[config.mk]
export PLATFORM = sky130hd
export DESIGN_NAME = shifter_seq_right
export DESIGN_NICKNAME = d
export VERILOG_FILES = /design/src/rtl/shifter_seq_right.sv
export SDC_FILE = /design/constraint.sdc
export NUM_CORES = 1
export LEC_CHECK = 0
export ABC_CLOCK_PERIOD_IN_PS = 3450
export BUFFER_PORTS_ARGS = -buffer_cell sky130_fd_sc_hd__buf_2
export CORE_MARGIN = 5
export CORE_UTILIZATION = 35
export CTS_CLUSTER_DIAMETER = 50
export DETAILED_ROUTE_END_ITERATION = 12
export GPL_ROUTABILITY_DRIVEN = 1
export GPL_TIMING_DRIVEN = 0
export PLACE_DENSITY = 0.64
export SLEW_MARGIN = 20
export SYNTH_ARGS = -nofsm -noshare
export SYNTH_HDL_FRONTEND = slang
export SYNTH_SLANG_ARGS = --single-unit
export TNS_END_PERCENT = 1
[constraint.sdc]
create_clock -name clk -period 3.45 [get_ports clk]
set_clock_uncertainty 0.05 [all_clocks]
set_input_delay 0.1725 -clock clk [delete_from_list [all_inputs] [get_ports clk]]
set_output_delay 0.1725 -clock clk [all_outputs]
set_load 0.02 [all_outputs]
[src/rtl/shifter_seq_right.sv]
// Iterative right shifter/rotator (SRL/SRA/ROR) that resolves one shift-amount bit per cycle, MSB stage first.
// Optional: define SHIFT_SEQ_ZERO_BYPASS_EN so a zero amount or an illegal mode goes straight to DONE.
module shifter_seq_right #(
  parameter int WIDTH   = 16,
  parameter int SHAMT_W = 4
) (
  input  logic               clk,
  input  logic               rst,
  input  logic               start,
  input  logic [1:0]         mode,
  input  logic [WIDTH-1:0]   shift_in,
  input  logic [SHAMT_W-1:0] shift_val,
  output logic               busy,
  output logic               done,
  output logic [WIDTH-1:0]   shift_out,
  output logic               err
);

  localparam int STAGE_W = (SHAMT_W > 1) ? $clog2(SHAMT_W) : 1;

  typedef enum logic [1:0] {IDLE, SHIFT, DONE} state_t;
  typedef enum logic [1:0] {MODE_SRL, MODE_SRA, MODE_ROR, MODE_ILL} mode_t;

  state_t                          state_q, state_d;
  mode_t                           mode_q;
  logic [WIDTH-1:0]                data_q;
  logic [SHAMT_W-1:0]              amt_q;
  logic [STAGE_W-1:0]              stage_q;
  logic [SHAMT_W-1:0][WIDTH-1:0]   stage_res;
  logic [WIDTH-1:0]                step_data;
  logic                            accept;
  logic                            bypass;

  // Each stage shifts by a constant 2^g, so every candidate result is plain wiring.
  // SRA fills from data_q's MSB: an arithmetic shift never changes the MSB, so it
  // still holds the sign bit latched at start.
  for (genvar g = 0; g < SHAMT_W; g++) begin : g_stage
    localparam int SH = 1 << g;
    assign stage_res[g] =
        (mode_q == MODE_SRL) ? {{SH{1'b0}},          data_q[WIDTH-1:SH]} :
        (mode_q == MODE_SRA) ? {{SH{data_q[WIDTH-1]}}, data_q[WIDTH-1:SH]} :
        (mode_q == MODE_ROR) ? {data_q[SH-1:0],      data_q[WIDTH-1:SH]} :
                               data_q;
  end

  assign step_data = amt_q[stage_q] ? stage_res[stage_q] : data_q;
  assign accept    = start && (state_q != SHIFT);

`ifdef SHIFT_SEQ_ZERO_BYPASS_EN
  assign bypass = (shift_val == '0) || (mode == 2'b11);
`else
  assign bypass = 1'b0;
`endif

  assign busy = (state_q == SHIFT);
  assign done = (state_q == DONE);

  // NOTE: every variable written here gets a default first, so no path leaves it unassigned and no latch is inferred.
  always_comb begin
    state_d = state_q;
    case (state_q)
      IDLE, DONE: begin
        if (accept) state_d = bypass ? DONE : SHIFT;
        else        state_d = IDLE;
      end
      SHIFT:   if (stage_q == '0) state_d = DONE;
      default: state_d = IDLE;
    endcase
  end

  // NOTE: sequential state uses non-blocking assignments so every register samples pre-edge values.
  always_ff @(posedge clk) begin
    if (rst) begin
      state_q   <= IDLE;
      mode_q    <= MODE_SRL;
      data_q    <= '0;
      amt_q     <= '0;
      stage_q   <= '0;
      shift_out <= '0;
      err       <= 1'b0;
    end else begin
      state_q <= state_d;
      if (accept) begin
        data_q  <= shift_in;
        amt_q   <= shift_val;
        mode_q  <= mode_t'(mode);
        stage_q <= STAGE_W'(SHAMT_W - 1);
        if (bypass) begin
          shift_out <= shift_in;
          err       <= (mode == 2'b11);
        end
      end else if (state_q == SHIFT) begin
        data_q  <= step_data;
        stage_q <= stage_q - 1'b1;
        if (stage_q == '0) begin
          shift_out <= step_data;
          err       <= (mode_q == MODE_ILL);
        end
      end
    end
  end

endmodule

==> results <==
- The flow ran to the end, and the final reports show no timing, DRC or antenna violations.
- The pin count of the biggest net entering global routing is 14.
- The path class of the lowest-slack min-delay path is in2reg.
- The wire length of the first global-routing pass is 12700 µm.
- Summing all non-filler instances in the final layout gives an area of 0.00305 mm².
- The combined area of all synthesized cells is around 0.0026 mm².
- The area growth from synthesis to layout is 17.6%.
- After the first detailed-routing iteration, the DRC count stood at 255.
- The number of instances in the synthesized netlist is a little over 300.
- The final hold violation count is 0.
- The worst setup path is captured at a register.
- The period utilization is 0.686.
- After synthesis the netlist holds a flip-flop and latch count of 43.
- In this run, CTS created clock tree buffers numbering 5.
- Detailed routing inserted a total of between 2000 and 3000 vias.
- The H-tree was split into 2 levels.
- The buffer type at the clock tree root is clkbuf_8.
- The worst supply voltage drop on vdd is 156 µV.
- Row generation in the floorplan step produced 31 rows.
- The clock network latency to the later pin of the worst-skew pair is 0.30 ns.
- Summed over all layers, the routed wires come to 7840 µm.
- The total number of yosys warnings is 0.
- The count of pins over their slew limit came to 0.
- The tree built by TritonCTS fans out to between 40 and 50 sinks.
- The die extent in x is 96.1 µm.
- The worst setup path is of the reg2reg kind.
- The repair_antennas step left the layout with diodes totalling 0.
- The average instance in the mapped netlist occupies 8.39 µm².
- The DRC violations left is 0.
- The reported max-cap violation count is 0.
- The global route total overflow is 0.
- The post-detailed-route count of antenna-violating nets is 0.
- The initial core utilization is 0.358.
- Setup repair after global routing left no endpoint under its margin.
- At the worst endpoint, the required time is 3.58 ns.
- The aggregate global-route resource usage is 0.177.
- The number of antenna violations at the first check in global routing came to 0.
- The final weighted congestion in routability-driven placement is 0.969.
- The I/O pin count is 44.
- The via count of the first global-routing pass is 2442.
- The total number of nets in the final design is 385.
- STA classifies the critical path startpoint as a register.
- The post-route minimum period is about 2.4 ns.
- The slew at the pin closest to its max-slew limit is approximately 0.69 ns.
- The floorplan die height is slightly below 100 µm.
- After synthesis, the netlist uses 47 different library cells.
- Hold repair after CTS inserted 0 buffers.
- The buffer levels on the longest clock path is 2.
- For this run, the register share of the synthesized area comes to 0.332.
- After detailed placement, the total cell area comes to 0.00293 mm².
- The post-detailed-placement half-perimeter wirelength is 5790 µm.
- For this run, the top clock speed supported by timing is approximately 420 MHz.
- The leakage power figure is 0.00118 µW.
- During placement, the flow inserted port buffers numbering 43.
- After detailed routing, the number of vias per cell comes to ~5.7.
- The total power per unit cell area is 436 mW/mm².
- Of all nets on the critical path, the largest fanout is 10.
- Measured against its own limit, the worst slew margin works out to 0.543.
- The arrival time at the worst endpoint is 2.50 ns.
- The count of buffers added by post-CTS timing repair for setup is 0.
- The core area is 0.00725 mm².
- The length of the first detailed-routing pass in iterations is 7.
- Clock-pin slew was measured on the worst setup and hold paths at 0.09 ns.
- Setup violations remaining at the end of the flow were counted as 0.
- The post-route setup TNS is 0 ns.
- The number of nets in the synthesized netlist is 335.
- The die covers 0.00923 mm².
- The post-cts repair resize count is 0.
- The wire length per cell is 17.1 µm.
- The layout has 751 filler cells.
- The fraction of the core area covered by cells at the end of the flow is 0.421.
- In the final layout, the share of cells above drive strength 1 is 0.208.
- The clock tree from TritonCTS is done.
==> worst max-delay path, stage by stage (launching register included) <==
cell and delay [ns]:
dfxtp_1 0.46, buf_4 0.27, inv_2 0.05, buf_2 0.19
ha_1 0.26, and2_1 0.14, buf_2 0.19, nand2b_1 0.11
clkbuf_1 0.37, o21ai_0 0.16
==> worst paths after layout <==
path | start | end | slack, ns | cells after the start
max | stage_q[0] | shift_out[4] | 1.09 | 9
min | mode[0] | mode_q[0] | 0.07 | 3
max reg2reg | stage_q[0] | shift_out[4] | 1.09 | 9
min reg2reg | shift_out[12] | shift_out[12] | 0.41 | 2
==> synth_stat cells (all sizes together) <==
master    n  area [µm²]
a221o     1        10.0
a31oi     1        6.26
and2      3        18.8
nor4      1        6.26
nand3     7        35.0
nand2b    6        37.5
a32oi     3        26.3
a221oi    5        43.8
a21oi    23         115
mux4      7         158
o211ai    1        7.51
nand4     1        6.26
buf      15        91.3
and3      2        12.5
o21ai    21         105
o21a      1        7.51
a21boi    3        22.5
mux2      2        22.5
ha        1        12.5
inv       6        22.5
a2111oi   1        10.0
nor2b     9        56.3
clkbuf   12        45.0
a211oi   14         105
o41ai     2        17.5
dfxtp    43         861
o22ai     4        25.0
or3       1        6.26
mux2i    21         210
or4       2        15.0
a41oi     1        8.76
nand3b   11        82.6
o311ai    1        8.76
o31ai     5        37.5
o32ai     4        35.0
nand2    36         143
a311o     1        10.0
nor2     22        82.6
a311oi    6        52.6
nor3      3        15.0
==> per-layer routing <==
metal / GRT usage / wire length [µm] / up-vias
li1: - / - / 1256
met1: 0.247 / 3540 / 1243
met2: 0.275 / 3580 / 121
met3: 0.0352 / 596 / 13
met4: 0.0509 / 120 / 0
met5: 0 / 0 / -
==> flip-flops by register name, indices dropped and copies added (netlist names) <==
signal and cells:
data_q 16, shift_out 16, amt_q 4, mode_q 2, stage_q 2, state_q 2, err 1
==> final cells by class <==
type | count | area [µm²] | area share
multi-input cells | 233 | 1570 | 0.516
flip-flops and latches | 43 | 861 | 0.282
repair buffers | 43 | 215 | 0.0705
plain buffers | 27 | 136 | 0.0447
well taps | 99 | 124 | 0.0406
clock buffers | 6 | 82.6 | 0.0271
clock inverters | 2 | 35.0 | 0.0115
inverters | 6 | 22.5 | 0.00738
==> cells by family after synthesis <==
kind of cell / synth area share
adder cells (fa/ha/maj): 0.00482
AND/OR/NAND/NOR: 0.199
buffers and inverters: 0.0613
AO/OA/AOI/OAI: 0.252
multiplexers: 0.151
flip-flops: 0.332
==> layout by cell type, fill, tap and decap left out, types with 7 or more instances in the layout <==
cell       n
nor2_1    22
nand3_1    7
clkbuf_1  12
nor2b_1    9
a21oi_1   23
a211oi_1  14
buf_2     53
mux2i_1   21
nand3b_1  11
nand2_1   35
o21ai_0   19
dfxtp_1   43
mux4_2     7
==> stage by stage <==
| step | power, µW | hold slack [ns] | std cells | setup slack (ns) |
|---|---|---|---|---|
| floorplan | 815 | 0.270 | 309 | 1.59 |
| global placement | 911 | 0.382 | 451 | 1.11 |
| detailed placement | 914 | 0.386 | 451 | 1.12 |
| CTS | 1330 | 0.0650 | 459 | 1.09 |
| global route | 1400 | 0.0739 | 459 | 0.930 |
| finish | 1330 | 0.0677 | 459 | 1.09 |
==> report_power, final <==
group	switching (µW)	internal [µW]	leakage [µW]
Combinational	190	139	0.000770
Sequential	48.3	532	0.000353
Clock	186	235	0.0000612
No activity file was read; power rests on OpenSTA's default activity.
